## src/rtl/gmii_frame_gen.sv

```systemverilog
// ---------------------------------------------------------------------------
// gmii_frame_gen
//   GMII Ethernet traffic generator. Each frame is built as:
//     [preamble 7x55 + D5] dst MAC, src MAC, [8100 + TCI], type,
//     patterned payload, [CRC-32 FCS], then inter-frame idle.
//   A run sends cfg_num_frames frames, or runs continuously (num = 0) until
//   cfg_stop. Payload length can sweep between a clamped min and max.
//
// Ports
//   gmii_gtxc      in   125 MHz TX clock, all logic on the rising edge
//   reset_n        in   synchronous active-low reset
//   cfg_start      in   start pulse, only looked at in IDLE
//   cfg_stop       in   live stop request; the current frame still finishes
//   cfg_num_frames in   frames per run, 0 = continuous
//   cfg_dst_mac    in   destination MAC
//   cfg_src_mac    in   source MAC
//   cfg_eth_type   in   type/length field
//   cfg_len_min    in   first / minimum payload length
//   cfg_len_max    in   maximum payload length for the sweep
//   cfg_ifg        in   requested idle cycles between frames
//   cfg_mode       in   payload pattern (0/3 incr, 1 fill, 2 seq + incr)
//   cfg_fill       in   fill byte for mode 1
//   gmii_txd       out  TX data (registered)
//   gmii_txen      out  TX enable (registered)
//   gmii_txer      out  TX error, tied low
//   busy           out  high from accepted start until the run is done
//   done           out  level, set at end of run, cleared by next start
//   frame_cnt      out  frames completed in this run
//   fsm_state      out  current FSM state, for debug and checkers
//
// Handshake: there is no backpressure. cfg_start is a one-cycle request that
// is accepted only when fsm_state is IDLE; it is dropped in any other state.
// ---------------------------------------------------------------------------
module gmii_frame_gen #(
  parameter bit          PREAMBLE_EN = 1'b1,
  parameter bit          CRC_EN      = 1'b1,
  parameter bit          VLAN_EN     = 1'b0,
  parameter logic [15:0] VLAN_TCI    = 16'h0001,
  parameter int          IFG_MIN     = 12,
  parameter int          LEN_MIN     = 46,
  parameter int          LEN_MAX     = 1500
) (
  input  logic        gmii_gtxc,
  input  logic        reset_n,
  input  logic        cfg_start,
  input  logic        cfg_stop,
  input  logic [15:0] cfg_num_frames,
  input  logic [47:0] cfg_dst_mac,
  input  logic [47:0] cfg_src_mac,
  input  logic [15:0] cfg_eth_type,
  input  logic [10:0] cfg_len_min,
  input  logic [10:0] cfg_len_max,
  input  logic [7:0]  cfg_ifg,
  input  logic [1:0]  cfg_mode,
  input  logic [7:0]  cfg_fill,
  output logic [7:0]  gmii_txd,
  output logic        gmii_txen,
  output logic        gmii_txer,
  output logic        busy,
  output logic        done,
  output logic [15:0] frame_cnt,
  output logic [2:0]  fsm_state
);

  typedef enum logic [2:0] {
    S_IDLE = 3'd0,
    S_PRE  = 3'd1,
    S_HDR  = 3'd2,
    S_PAY  = 3'd3,
    S_FCS  = 3'd4,
    S_IFG  = 3'd5,
    S_DONE = 3'd6
  } state_t;

  localparam int HDR_LEN = VLAN_EN ? 18 : 14;

  // The register for every state reflects the byte currently on gmii_txd:
  // next-state logic picks the coming byte and it is registered together
  // with the state, so the first byte is on the wire right after the edge
  // that accepts cfg_start.
  state_t      state, nxt_state;
  logic [10:0] cnt, nxt_cnt;

  logic [15:0] num_q;
  logic [47:0] dst_q, src_q;
  logic [15:0] type_q;
  logic [10:0] lmin_q, lmax_q, cur_len, next_len;
  logic [7:0]  ifg_q, ifg_eff;
  logic [1:0]  mode_q;
  logic [7:0]  fill_q;
  logic        stop_q;
  logic [31:0] crc_q, crc_d, crc_base;

  logic        start_ok, run_end, frame_last, ifg_enter;
  logic [7:0]  nxt_byte;
  logic        nxt_en;

  logic [47:0]  dst_sel, src_sel;
  logic [15:0]  type_sel;
  logic [143:0] hdr_vec;
  int           hidx;

  function automatic logic [10:0] clamp_len(input logic [10:0] len);
    logic [10:0] r;
    r = len;
    if (r < 11'(LEN_MIN)) r = 11'(LEN_MIN);
    if (r > 11'(LEN_MAX)) r = 11'(LEN_MAX);
    return r;
  endfunction

  // One byte of reflected CRC-32 (poly 0xEDB88320), LSB of the byte first.
  function automatic logic [31:0] crc_byte(input logic [31:0] c, input logic [7:0] d);
    logic [31:0] r;
    r = c ^ {24'h0, d};
    for (int k = 0; k < 8; k++) begin
      r = r[0] ? ((r >> 1) ^ 32'hEDB88320) : (r >> 1);
    end
    return r;
  endfunction

  assign gmii_txer = 1'b0;
  assign fsm_state = state;

  assign start_ok = (state == S_IDLE) && cfg_start;
  assign run_end  = stop_q || ((num_q != 16'd0) && (frame_cnt == num_q));

  // Zero would make the IFG counter wrap; one idle cycle is the floor.
  always_comb begin
    ifg_eff = (cfg_ifg < 8'(IFG_MIN)) ? 8'(IFG_MIN) : cfg_ifg;
    if (ifg_eff == 8'd0) ifg_eff = 8'd1;
  end

  // Next state / byte counter
  always_comb begin
    nxt_state = state;
    nxt_cnt   = cnt;
    case (state)
      S_IDLE: begin
        if (cfg_start) begin
          nxt_state = PREAMBLE_EN ? S_PRE : S_HDR;
          nxt_cnt   = 11'd0;
        end
      end
      S_PRE: begin
        if (cnt == 11'd7) begin
          nxt_state = S_HDR;
          nxt_cnt   = 11'd0;
        end else begin
          nxt_cnt = cnt + 11'd1;
        end
      end
      S_HDR: begin
        if (cnt == 11'(HDR_LEN - 1)) begin
          nxt_state = S_PAY;
          nxt_cnt   = 11'd0;
        end else begin
          nxt_cnt = cnt + 11'd1;
        end
      end
      S_PAY: begin
        if (cnt == cur_len - 11'd1) begin
          nxt_state = CRC_EN ? S_FCS : S_IFG;
          nxt_cnt   = 11'd0;
        end else begin
          nxt_cnt = cnt + 11'd1;
        end
      end
      S_FCS: begin
        if (cnt == 11'd3) begin
          nxt_state = S_IFG;
          nxt_cnt   = 11'd0;
        end else begin
          nxt_cnt = cnt + 11'd1;
        end
      end
      S_IFG: begin
        if (cnt == {3'b000, ifg_q} - 11'd1) begin
          nxt_state = run_end ? S_DONE : (PREAMBLE_EN ? S_PRE : S_HDR);
          nxt_cnt   = 11'd0;
        end else begin
          nxt_cnt = cnt + 11'd1;
        end
      end
      S_DONE: begin
        nxt_state = S_IDLE;
        nxt_cnt   = 11'd0;
      end
      default: begin
        nxt_state = S_IDLE;
        nxt_cnt   = 11'd0;
      end
    endcase
  end

  // Header fields: on the accepting edge the latched copies are not loaded
  // yet, so a frame without preamble takes its first byte from the inputs.
  always_comb begin
    dst_sel  = (state == S_IDLE) ? cfg_dst_mac  : dst_q;
    src_sel  = (state == S_IDLE) ? cfg_src_mac  : src_q;
    type_sel = (state == S_IDLE) ? cfg_eth_type : type_q;
    hdr_vec  = VLAN_EN ? {dst_sel, src_sel, 16'h8100, VLAN_TCI, type_sel}
                       : {dst_sel, src_sel, type_sel, 32'h0000_0000};
    hidx = 17 - int'(nxt_cnt[4:0]);
    if (hidx < 0) hidx = 0;
  end

  // Byte that goes on the wire after the coming edge
  always_comb begin
    nxt_byte = 8'h00;
    nxt_en   = 1'b0;
    case (nxt_state)
      S_PRE: begin
        nxt_en   = 1'b1;
        nxt_byte = (nxt_cnt == 11'd7) ? 8'hD5 : 8'h55;
      end
      S_HDR: begin
        nxt_en   = 1'b1;
        nxt_byte = hdr_vec[hidx*8 +: 8];
      end
      S_PAY: begin
        nxt_en = 1'b1;
        if (mode_q == 2'd1) begin
          nxt_byte = fill_q;
        end else if ((mode_q == 2'd2) && (nxt_cnt == 11'd0)) begin
          nxt_byte = frame_cnt[15:8];
        end else if ((mode_q == 2'd2) && (nxt_cnt == 11'd1)) begin
          nxt_byte = frame_cnt[7:0];
        end else begin
          nxt_byte = nxt_cnt[7:0] + 8'd1;
        end
      end
      S_FCS: begin
        nxt_en = 1'b1;
        case (nxt_cnt[1:0])
          2'd0:    nxt_byte = ~crc_q[7:0];
          2'd1:    nxt_byte = ~crc_q[15:8];
          2'd2:    nxt_byte = ~crc_q[23:16];
          default: nxt_byte = ~crc_q[31:24];
        endcase
      end
      default: begin
        nxt_byte = 8'h00;
        nxt_en   = 1'b0;
      end
    endcase
  end

  // CRC tracks the bytes as they are registered; it restarts on dst byte 0
  // and is frozen through the FCS bytes.
  always_comb begin
    crc_base = ((nxt_state == S_HDR) && (nxt_cnt == 11'd0)) ? 32'hFFFF_FFFF : crc_q;
    crc_d    = crc_q;
    if ((nxt_state == S_HDR) || (nxt_state == S_PAY)) begin
      crc_d = crc_byte(crc_base, nxt_byte);
    end
  end

  assign frame_last = CRC_EN ? ((nxt_state == S_FCS) && (nxt_cnt == 11'd3))
                             : ((nxt_state == S_PAY) && (nxt_cnt == cur_len - 11'd1));
  // Length advances once the frame is off the wire, so the PAY compare
  // never sees it change mid-frame.
  assign ifg_enter  = (nxt_state == S_IFG) && (state != S_IFG);
  assign next_len   = ((lmin_q >= lmax_q) || (cur_len >= lmax_q)) ? lmin_q
                                                                  : cur_len + 11'd1;

  always_ff @(posedge gmii_gtxc) begin
    if (!reset_n) begin
      state     <= S_IDLE;
      cnt       <= 11'd0;
      gmii_txd  <= 8'h00;
      gmii_txen <= 1'b0;
      busy      <= 1'b0;
      done      <= 1'b0;
      frame_cnt <= 16'd0;
      crc_q     <= 32'hFFFF_FFFF;
      num_q     <= 16'd0;
      dst_q     <= 48'd0;
      src_q     <= 48'd0;
      type_q    <= 16'd0;
      lmin_q    <= 11'd0;
      lmax_q    <= 11'd0;
      cur_len   <= 11'd0;
      ifg_q     <= 8'd0;
      mode_q    <= 2'd0;
      fill_q    <= 8'd0;
      stop_q    <= 1'b0;
    end else begin
      state     <= nxt_state;
      cnt       <= nxt_cnt;
      gmii_txd  <= nxt_byte;
      gmii_txen <= nxt_en;
      crc_q     <= crc_d;
      if (start_ok) begin
        num_q     <= cfg_num_frames;
        dst_q     <= cfg_dst_mac;
        src_q     <= cfg_src_mac;
        type_q    <= cfg_eth_type;
        lmin_q    <= clamp_len(cfg_len_min);
        lmax_q    <= clamp_len(cfg_len_max);
        cur_len   <= clamp_len(cfg_len_min);
        ifg_q     <= ifg_eff;
        mode_q    <= cfg_mode;
        fill_q    <= cfg_fill;
        stop_q    <= 1'b0;
        frame_cnt <= 16'd0;
        busy      <= 1'b1;
        done      <= 1'b0;
      end else begin
        if (cfg_stop && (state != S_IDLE) && (state != S_DONE)) stop_q <= 1'b1;
        if (frame_last) frame_cnt <= frame_cnt + 16'd1;
        if (ifg_enter) cur_len <= next_len;
        if (nxt_state == S_DONE) begin
          busy <= 1'b0;
          done <= 1'b1;
        end
      end
    end
  end

endmodule
```

## config.mk

```make
export PLATFORM = sky130hd
export DESIGN_NAME = gmii_frame_gen
export DESIGN_NICKNAME = d
export VERILOG_FILES = /design/src/rtl/gmii_frame_gen.sv
export SDC_FILE = /design/constraint.sdc
export NUM_CORES = 1
export LEC_CHECK = 0
export BUFFER_PORTS_ARGS = -buffer_cell sky130_fd_sc_hd__clkbuf_2
export CORE_ASPECT_RATIO = 0.75
export CORE_MARGIN = 3
export CORE_UTILIZATION = 38
export DETAILED_ROUTE_END_ITERATION = 10
export PLACE_DENSITY = 0.59
export SLEW_MARGIN = 20
export SYNTH_ARGS = -nofsm -noshare
export SYNTH_HDL_FRONTEND = slang
export SYNTH_SLANG_ARGS = --single-unit
export TNS_END_PERCENT = 1
```

## constraint.sdc

```tcl
create_clock -name gmii_gtxc -period 17.5 [get_ports gmii_gtxc]
set_input_delay 3.5 -clock gmii_gtxc [delete_from_list [all_inputs] [get_ports gmii_gtxc]]
set_output_delay 3.5 -clock gmii_gtxc [all_outputs]
set_load 0.02 [all_outputs]
```

### After elaboration in Yosys (flattened, before gate mapping)

Index checks and enable logic that the tools add are counted.

| operators by class | value |
|---|---|
| equal/unequal tests | 26 |
| shift operators | 1 |
| multiplexer cells | 50 |
| magnitude comparators | 8 |
| add/subtract/negate cells | 7 |
| bitwise gates (word level) | 14 |
| reductions and logical operators | 22 |

Operators with widths:

| cell | count |
|---|---|
| 2-to-1 mux 32 bit | 9 |
| 2-to-1 mux 11 bit | 17 |
| indexed part select 144 x 32 -> 8 bit | 1 |
| inverter 13 -> 14 bit | 8 |
| 2-to-1 mux 48 bit | 2 |
| case mux 11 bit (6 select lines) | 1 |
| 2-to-1 mux 8 bit | 6 |
| inverter 8 bit | 4 |
| case mux 8 bit (4 select lines) | 1 |
| XOR 32 x 8 -> 32 bit | 1 |
| 2-to-1 mux 29 bit | 1 |
| case mux 8 bit (3 select lines) | 1 |
| adder 11 x 1 -> 11 bit, second input constant | 2 |
| equality test 11 bit | 2 |
| equality test 11 x 2 -> 1 bit, second input constant | 2 |
| equality test 11 x 3 -> 1 bit, second input constant | 2 |
| greater-or-equal comparator 11 bit | 2 |
| > comparator 11 bit, second input constant | 2 |
| < comparator 11 x 6 -> 1 bit, second input constant | 2 |
| 2-to-1 mux 3 bit | 7 |
| case mux 3 bit (6 select lines) | 1 |
| adder 16 x 1 -> 16 bit, second input constant | 1 |
| equality test 16 bit | 1 |
| 2-to-1 mux 16 bit | 1 |
| other kinds (27) | 51 |

| storage, ports and cells | value |
|---|---|
| bits in registers | 253 |
| input bits | 172 |

### Longest topological paths before layout

Gate-level depths: netlist of run 1.

| depth | value |
|---|---|
| word-level depth | 27 |
| mapped depth | 28 |

### Least setup slack after synthesis of run 1

No wires, ideal clock.

| timing path | value |
|---|---|
| kind | input to register |
| start | input cfg_start |
| end | register crc_q[22] |
| setup time | 0.141 ns |
| path buffers | 4 |
| slack | 9.459 ns |
| data arrival time | 7.900 ns |
| required time | 17.359 ns |
| cell stages on the path | 21 |
| cells stage by stage | or4_1 -> clkbuf_1 -> nor2_1 -> or2_4 -> inv_1 -> ha_1 -> o2111ai_1 -> o21ai_2 -> o21a_1 -> buf_6 -> buf_6 -> buf_6 -> mux4_2 -> a21oi_1 -> a21boi_1 -> a221o_2 -> xnor3_2 -> xnor3_2 -> xor2_1 -> xnor2_1 -> o211ai_1 |

| between the ends | value |
|---|---|
| longest elaborated chain between the ends | 21 |

RTL lines:

| item | RTL line | text |
|---|---|---|
| from (decl) | 45 | `input logic cfg_start,` |
| 2-to-1 mux 11 bit (*) | 139 | `if (cfg_start) begin` |
| case mux 11 bit (6 select lines) (*) | 137 | `case (state)` |
| named net nxt_cnt[1] | 82 | `logic [10:0] cnt, nxt_cnt;` |
| parallel branches: the longest is 6 deep, another holds subtractor 5 x 5 -> 6 bit | - |  |
| XOR 32 x 8 -> 32 bit (*) | 114 | `r = c ^ {24'h0, d};` |
| 2-to-1 mux 32 bit (*) (2 in a row) | 116 | `r = r[0] ? ((r >> 1) ^ 32'hEDB88320) : (r >> 1);` |
| inverter 13 -> 14 bit (no line) | - |  |
| 2-to-1 mux 32 bit (*) | 116 |  |
| inverter 13 -> 14 bit (no line) | - |  |
| 2-to-1 mux 32 bit (*) (2 in a row) | 116 |  |
| inverter 13 -> 14 bit (no line) | - |  |
| 2-to-1 mux 32 bit (*) | 116 |  |
| inverter 13 -> 14 bit (no line) | - |  |
| 2-to-1 mux 32 bit (*) (2 in a row) | 116 |  |
| to (signal assigned) | 292 | `crc_q <= crc_d;` |
| to (decl) | 92 | `logic [31:0] crc_q, crc_d, crc_base;` |

Mark *: on every way through the listed nets, which the timed path passes.
A chain may end at the register's enable or synchronous reset.

### Worst setup path in the final report of run 1

| timing path | value |
|---|---|
| start | input cfg_start |
| end | register crc_q[19] |

| between the ends | value |
|---|---|
| longest elaborated chain between the ends | 22 |

RTL lines:

| item | RTL line |
|---|---|
| 2-to-1 mux 11 bit (*) | 139 |
| case mux 11 bit (6 select lines) (*) | 137 |
| named net nxt_cnt[1] | 82 |
| parallel branches: the longest is 6 deep, another holds subtractor 5 x 5 -> 6 bit | - |
| XOR 32 x 8 -> 32 bit (*) | 114 |
| 2-to-1 mux 32 bit (*) (2 in a row) | 116 |
| inverter 13 -> 14 bit (no line) | - |
| 2-to-1 mux 32 bit (*) | 116 |
| inverter 13 -> 14 bit (no line) | - |
| 2-to-1 mux 32 bit (*) (2 in a row) | 116 |
| inverter 13 -> 14 bit (no line) | - |
| 2-to-1 mux 32 bit (*) | 116 |
| inverter 13 -> 14 bit (no line) | - |
| 2-to-1 mux 32 bit (*) | 116 |
| inverter 13 -> 14 bit (no line) | - |
| 2-to-1 mux 32 bit (*) | 116 |

Marked as above.

==> metrics.md, run 1 <==
| Metric | Value |
|---|---|
| CTS resizes | `0` |
| DRT iter0 DRCs | `between 1500 and 2000` |
| Clock slew at reported path FFs | `0.07 ns` |
| Worst-path cell chain | `clkbuf_2, or4_1, nor2_1, or2_4, inv_1, ha_1, o2111ai_1, o21ai_2, o21a_2, buf_4, mux2_4, a31oi_1, nand4_1, a21oi_1, nor4_2, xnor2_2, xnor3_2, xnor3_1, nor2_1, o21ai_1` |
| Slew headroom | `roughly 32%` |
| Tot Pwr | `between 1.5 and 2 mW` |
| Share of cells above drive strength 1 | `17.66%` |
| Nets@finish | `around 2300` |
| Most frequent CP cell | `nor2_1` |
| Skew final | `0.01928 ns` |
| Post-CTS setup buffers | `0` |
| Max VDD drop | `70.05 uV` |
| Die area | `~43000 um^2` |
| Initial antenna violation count | `2` |
| Post-synthesis sequential area ratio | `around 33%` |
| Rows | `63` |
| Syn Inst Count | `1956` |
| Synth area leaders | `dfxtp_1, nand2_1, a21oi_1, mux4_2, xnor2_1` |
| Initial Utilization | `between 30% and 40%` |
| Setup CP Type | `input port to flip-flop` |
| Final setup vio count | `0` |
| CTS Hold Bufs | `0` |
| Grt total ovfl | `0` |
| Seq cells post-synth | `~250` |
| Final ANT Viol Nets | `0` |
| H-tree depth | `1` |
| Worst endpoint data arrival time | `about 9.2 ns` |
| Root Driver | `clkbuf_16` |
| Net Count, Synth | `2163` |
| Status | `finished, final reports clean` |
| Detailed-route via count | `15050` |
| Ys Warns | `0` |
| Initial DRT Pass Iterations | `8` |
| Synth top area share | `between 30% and 40%` |
| Total Routing Usage GR | `24.03%` |
| Primary FF master, synth | `dfxtp_1` |
| PortBufs | `~200` |
| DR vias/cell | `5.763` |
| CTS tree | `yes` |
| Slowest CP cell | `xnor3_2` |
| Pin count of the biggest net entering global routing | `104` |
| TritonCTS Buffers | `28` |
| Final Critical Period | `8.736 ns` |
| Leakage power | `slightly above 7 nW` |
| Synthesized area per cell | `between 7 and 8 um^2` |
| Area Overhead vs Synth | `14.24%` |
| Global-route wire length before repair | `82800 um` |
| Sink Count | `about 250` |
| Final clock period utilization by the worst path | `between 40% and 50%` |
| Asr flop ratio synth | `0%` |
| Commonest non-fill, non-tap cell in the layout | `nand2_1` |
| FMAX | `~110 MHz` |
| PwrDens | `between 80 and 90 nW/um^2` |
| Max_cap viols | `0` |
| Number of synthesized flops with an enable pin | `0` |
| CP Max Fanout | `between 40 and 50` |
| Worst-Margin Slew | `a little over 1 ns` |
| Unique cell type count in the Yosys netlist | `around 110` |
| DRC Markers | `0` |
| Worst-Skew Late Latency | `~0.57 ns` |
| CTS max path bufs | `3` |
| Vias in the first global route | `about 14000` |
| Hold slack | `0.4509 ns` |
| DP Wirelength | `between 30000 and 40000 um` |
| I/O pins | `203` |
| DRT Wirelength | `approximately 54000 um` |
| Final Slew Violations | `0` |
| Worst EP required | `17.91 ns` |
| Unrepaired setup endpoints after global routing | `false` |
| Count of final hold-check violations | `0` |
| Setup TNS | `0 ns` |
| Yosys top cell by area | `dfxtp_1` |
| Die Y-Extent | `180.8 um` |
| RePlAce Congestion | `~0.98` |
| Crit-path max cell delay | `0.56 ns` |
| CP Launch Type | `input port` |
| Crit. End Element | `flip-flop` |
| Synthesized area | `approximately 15000 um^2` |
| CORE AREA | `39890 um^2` |
| Min-delay worst type | `flip-flop to flip-flop` |
| Commonest non-fill, non-tap cells in the layout | `nand2_1, dfxtp_1, a21oi_1` |
| Wire per inst | `20.50 um` |
| Die X | `about 240 um` |
-- final timing paths --
| kind | from | end | slack [ns] | cells after the start |
|---|---|---|---|---|
| worst max-delay path | cfg_start | crc_q[19] | 8.76 | 20 |
| worst min-delay path | fill_q[3] | fill_q[3] | 0.45 | 2 |
| worst max register to register | cnt[6] | crc_q[19] | 9.66 | 23 |
| worst min register to register | fill_q[3] | fill_q[3] | 0.45 | 2 |
-- report_power, final --
| part | switching, mW | leakage [nW] | internal, mW |
|---|---|---|---|
| clock | 0.256 | 0.484 | 0.378 |
| sequential | 0.0254 | 2.07 | 0.604 |
| combinational | 0.188 | 4.51 | 0.122 |
| total | 0.469 | 7.06 | 1.10 |
-- synth_stat cells, types with 15 or more instances --
| library cell | count |
|---|---|
| nor3_1 | 23 |
| buf_2 | 21 |
| a21oi_1 | 223 |
| a31oi_1 | 23 |
| inv_1 | 38 |
| mux2i_1 | 20 |
| xor2_1 | 53 |
| o211ai_1 | 31 |
| xnor2_1 | 68 |
| o21ai_0 | 53 |
| dfxtp_1 | 253 |
| and2_1 | 18 |
| clkbuf_1 | 99 |
| nor2b_1 | 27 |
| o22ai_1 | 20 |
| and3_1 | 15 |
| nor2_1 | 137 |
| nand3_1 | 45 |
| nand2_1 | 439 |
| mux4_2 | 28 |
| ha_1 | 35 |
| nand4_1 | 22 |
-- stage by stage --
stage	cells	util, %	setup slack (ns)	cell area [um^2]
6_report	2611	44.34	8.764	17690
5_1_grt	2610	44.33	8.500	17680
4_1_cts	2610	44.32	8.869	17680
3_5_place_dp	2559	41.86	8.294	16700
3_3_place_gp	2559	41.86	8.401	16700
2_1_floorplan	1956	-	9.459	15480
-- registers in the layout (all words and copies together) (netlist names) --
register,cells
busy,1
cnt,11
crc_q,32
cur_len,11
done,1
dst_q,48
fill_q,8
frame_cnt,16
fsm_state,3
gmii_txd,8
gmii_txen,1
ifg_q,8
lmax_q,11
lmin_q,11
mode_q,2
num_q,16
src_q,48
stop_q,1
type_q,16
-- layer usage --
layer	wire (um)	global-route usage [%]	part of all wire, %
met5	13	0	0.024
met4	1156	4.979	2.2
met3	4271	4.441	8.0
met2	23330	36.21	44
met1	24760	35.70	46
-- worst max-delay path, delay by kind of cell --
| kind | cells | cell delay (ns) |
|---|---|---|
| buffers and inverters | 3 | 0.81 |
| multiplexers | 1 | 0.35 |
| XOR/XNOR | 3 | 1.46 |
| AO/OA/AOI/OAI | 6 | 1.48 |
| adder cells (fa/ha/maj) | 1 | 0.28 |
| AND/OR/NAND/NOR | 6 | 1.23 |
-- kinds of logic after synthesis --
logic type,Yosys count,share of synthesized area (%)
adders and majority gates,35,2.829
and+or+nand+nor,802,23.44
AOI/OAI and AO/OA,504,21.75
other,1,0.02422
xor gates and xnor gates,134,8.616
muxes,53,5.754
buffers and inverters,174,4.874
DFF,253,32.72
-- layout make-up --
class                   count  area [um^2]
clock buffers              38        798.3
diodes                      1        2.502
well taps                 520        650.6
fillers                  4020        22200
multi-input cells        1529         9702
flip-flops and latches    253         5065
clock inverters            13        182.7
inverters                  39        151.4
repair buffers            218         1134
Note: power is estimated with default switching activity, not from simulation.
==> inputs of run 2 (changes only) <==
- ABC_AREA: default -> 1
- clock period: 17.5 -> 8.2 ns (I/O delays scaled with it)
==> run 2 against run 1 <==
Core utilization grew 0.052 points. Non-clock buffer count shrank 8. Highest routed layer is now met4. Combinational power grew to 2.7 times the previous value. Register-to-register slack lost 7.2 ns. Wire length grew 15%. Flip-flop and latch count is the same. First-iteration DRC count grew 18%.
==> metrics.md, run 2 <==
| Metric | Value |
|---|---|
| Max_cap viols | `0 (unchanged)` |
| Vias in the first global route | `16540 (+18%)` |
| Synthesized area | `16750 um^2 (+8.2%)` |
| Post-synthesis sequential area ratio | `30.24% (-2.5 points)` |
| Worst reg-to-reg setup slack | `2.50 ns (-7.16 ns)` |
| I/O pins | `203 (unchanged)` |
| Post-CTS setup buffers | `0 (unchanged)` |
| Cell total after placement | `3300 (+29%)` |
| Skew final | `0.01662 ns (-0.002666 ns)` |
| Leakage power | `9.046 nW (+28%)` |
| Setup CP Type | `flip-flop to flip-flop` |
| Yosys top cell by area | `dfxtp_1` |
| H-tree depth | `1 (unchanged)` |
| Cell family with most CP delay | `simple AND/OR/NAND/NOR gates` |
| Min-delay worst type | `flip-flop to flip-flop` |
| Worst-Skew Late Latency | `0.59 ns (+0.02 ns)` |
| Top-count cell post-synth | `nand2_1` |
| Most frequent CP cell | `nand2_1` |
| PwrDens | `186.1 nW/um^2 (+110%)` |
| Status | `finished, final reports clean` |
| Slowest CP cell | `o21ai_4` |
| Setup crit end | `crc_q[21]` |
| WL met3 | `5711 um (+34%)` |
| Metal-1 WL | `29690 um (+20%)` |
| DRT iter0 DRCs | `1820 (+18%)` |
| Final Non-Filler Cells | `3352 (+28%)` |
| CTS max path bufs | `3 (unchanged)` |
| Largest registers | `dst_q: 48 flops, src_q: 48 flops, crc_q: 32 flops` |
| Rows | `65 (+3.2%)` |
| Unrepaired setup endpoints after global routing | `false` |
| Combinational share of power | `23.5% (+3.8 points)` |
| Clock slew at reported path FFs | `0.06 ns (about the same)` |
| Number of synthesized flops with an enable pin | `0 (unchanged)` |
| Switch share | `33.20% (+3.4 points)` |
| Sink Count | `253 (unchanged)` |
| Flop pwr share | `38.3% (-1.7 points)` |
| Max layer used | `met4` |
| Worst Hold Launch | `src_q[11]` |
| NetSw | `1.173 mW (+150%)` |
| Primary FF master, synth | `dfxtp_1` |
| Share of cells above drive strength 1 | `14.62% (-3.0 points)` |
| Die area | `46660 um^2 (+7.9%)` |
| Reg2Reg Depth | `27 (+17%)` |
| Final Critical Period | `approximately 5.7 ns` |
| Max VDD drop | `144.1 uV (+110%)` |
| Worst endpoint data arrival time | `6.17 ns (-2.98 ns)` |
| Reg2reg end | `crc_q[21]` |
| Slew headroom | `35.87% (+3.6 points)` |
| Net Count, Synth | `2844 (+31%)` |
| Ys Warns | `0 (unchanged)` |
| CTS Hold Bufs | `0 (unchanged)` |
| # diodes | `0 (-1)` |
| WP depth | `27 (+35%)` |
| Final ANT Viol Nets | `0 (unchanged)` |
| Initial DRT Pass Iterations | `5 (-3)` |
| Grt total ovfl | `0 (unchanged)` |
| CP Launch Type | `flip-flop` |
| Final clock period utilization by the worst path | `between 60% and 70%` |
| DP Wirelength | `45980 um (+18%)` |
| Pin count of the biggest net entering global routing | `127 (+22%)` |
| Nets@finish | `2968 (+30%)` |
| FMAX | `about 180 MHz` |
| Count of final hold-check violations | `0 (unchanged)` |
| Seq cells post-synth | `253 (unchanged)` |
| Setup TNS | `0 ns (unchanged)` |
| Root Driver | `clkbuf_16` |
| Worst-Margin Slew | `0.9619 ns (-0.05382 ns)` |
| Total Routing Usage GR | `25.48% (+1.4 points)` |
| Commonest non-fill, non-tap cells in the layout | `nand2_1, inv_1, o21ai_0` |
| Area Overhead vs Synth | `13.38%` |
| CP startpoint | `cnt[0]` |
| Hold slack | `0.4515 ns (+0.0005420 ns)` |
| PortBufs | `201 (unchanged)` |
| Detailed-route via count | `17890 (+19%)` |
| Final setup vio count | `0 (unchanged)` |
| CTS resizes | `0 (unchanged)` |
| Unique cell type count in the Yosys netlist | `67 (-37%)` |
| Initial antenna violation count | `0 (-2)` |
| Synth top area share | `30.24% (-2.5 points)` |
| Worst path bufs/invs | `4 (+1)` |
| Commonest non-fill, non-tap cell in the layout | `nand2_1` |
| Met2 wire length | `24600 um (+5.4%)` |
| Int Pwr | `2.360 mW (+110%)` |
| Crit-path max cell delay | `0.76 ns (+0.20 ns)` |
| DR vias/cell | `5.337 (-7.4%)` |
| Final Slew Violations | `0 (unchanged)` |
| Wire per inst | `18.33 um (-11%)` |
| Die X | `248.4 um (+3.9%)` |
| Initial Utilization | `39.15% (+0.34 points)` |
| Die Y-Extent | `187.8 um (+3.9%)` |
| CP Max Fanout | `22 (-46%)` |
| CTS tree | `yes` |
| CORE AREA | `42780 um^2 (+7.3%)` |
| Synthesized area per cell | `6.352 um^2 (-20%)` |
| Worst EP required | `8.67 ns (-9.24 ns)` |
| Synth area leaders | `dfxtp_1, nand2_1, o21ai_0, inv_1, nand3_1` |
| Clk pwr share | `38.2% (-2.1 points)` |
| Synth cell count leaders | `nand2_1, inv_1, o21ai_0, dfxtp_1, nand3_1` |
| DRC Markers | `0 (unchanged)` |
| RePlAce Congestion | `1.000 (+1.7%)` |
| Global-route wire length before repair | `95310 um (+15%)` |
| Syn Inst Count | `2637 (+35%)` |
| Filler instances | `4596 (+14%)` |
| DRT Wirelength | `61430 um (+15%)` |
| TritonCTS Buffers | `28 (unchanged)` |
| R2r startpoint | `cnt[0]` |
| Crit. End Element | `flip-flop` |
| Asr flop ratio synth | `0% (unchanged)` |
==> run 2: cell count changes after synthesis, sizes merged, moves of 26 or more <==
| cell | change |
|---|---|
| nand2 | +326 |
| mux4 | -28 |
| o21ai | +210 |
| xnor2 | -63 |
| inv | +333 |
| nand3 | +179 |
| nor2b | -27 |
| a21oi | -26 |
==> run 2: how the worst min path moves through the flow <==
stage / to / slack, ns / cells after the start
after detailed placement: dst_q[27] / 0.44 / 2
final: src_q[11] / 0.45 / 2
after floorplan: dst_q[13] / 0.43 / 2
after global routing: src_q[19] / 0.47 / 2
after global placement: done / 0.44 / 2
after CTS: dst_q[27] / 0.45 / 2
==> run 2: power by group through the flow <==
stage               clock network (mW)  registers (mW)  logic [mW]
floorplan                            0            1.36       0.601
global placement                     0            1.38       0.810
detailed placement                   0            1.38       0.818
global route                      1.42            1.36       0.940
CTS                               1.37            1.35       0.822
finish                            1.35            1.35       0.832
==> run 2: kinds of logic (layout without fill, tap and decap cells) <==
kind of cell / Yosys count / after routing / share of synthesized area, %
compound gates: 576 / 576 / 19.15
xor+xnor: 48 / 48 / 2.599
fa+ha+maj: 35 / 35 / 2.614
buf+inv: 496 / 642 / 11.82
flops: 253 / 253 / 30.24
mux: 9 / 9 / 0.5379
other cells: 1 / 1 / 0.02239
simple gates: 1219 / 1219 / 33.01
==> run 2: stage by stage <==
step	setup slack, ns	total power, mW	utilization (%)	instance area (um^2)
after floorplan	3.794	1.963	-	16750
after global routing	2.036	3.716	44.39	18990
final	2.498	3.533	44.39	18990
after detailed placement	2.274	2.196	42.12	18020
after CTS	2.655	3.546	44.38	18990
after global placement	2.271	2.186	42.12	18020
==> run 2: cell type report <==
cell class	count	area (um^2)	share of cell area, %
multi-input combinational	1888	9727	51.22
sequential	253	5065	26.67
inverter	380	1438	7.570
timing repair buffer	210	1080	5.686
clock buffer	40	815.8	4.296
tap	569	711.9	3.749
clock inverter	12	153.9	0.8104
==> run 2: tightest hold or removal path: stages (launching register included) <==
cell and delay (ns):
dfxtp_1 0.30, inv_1 0.06, a21oi_1 0.05
==> run 2: layer usage <==
| layer | vias up | track usage, % |
|---|---|---|
| met5 | - | 0 |
| met4 | 0 | 5.832 |
| met3 | 87 | 5.338 |
| met2 | 708 | 36.62 |
| met1 | 8255 | 38.57 |
| li1 | 8840 | - |
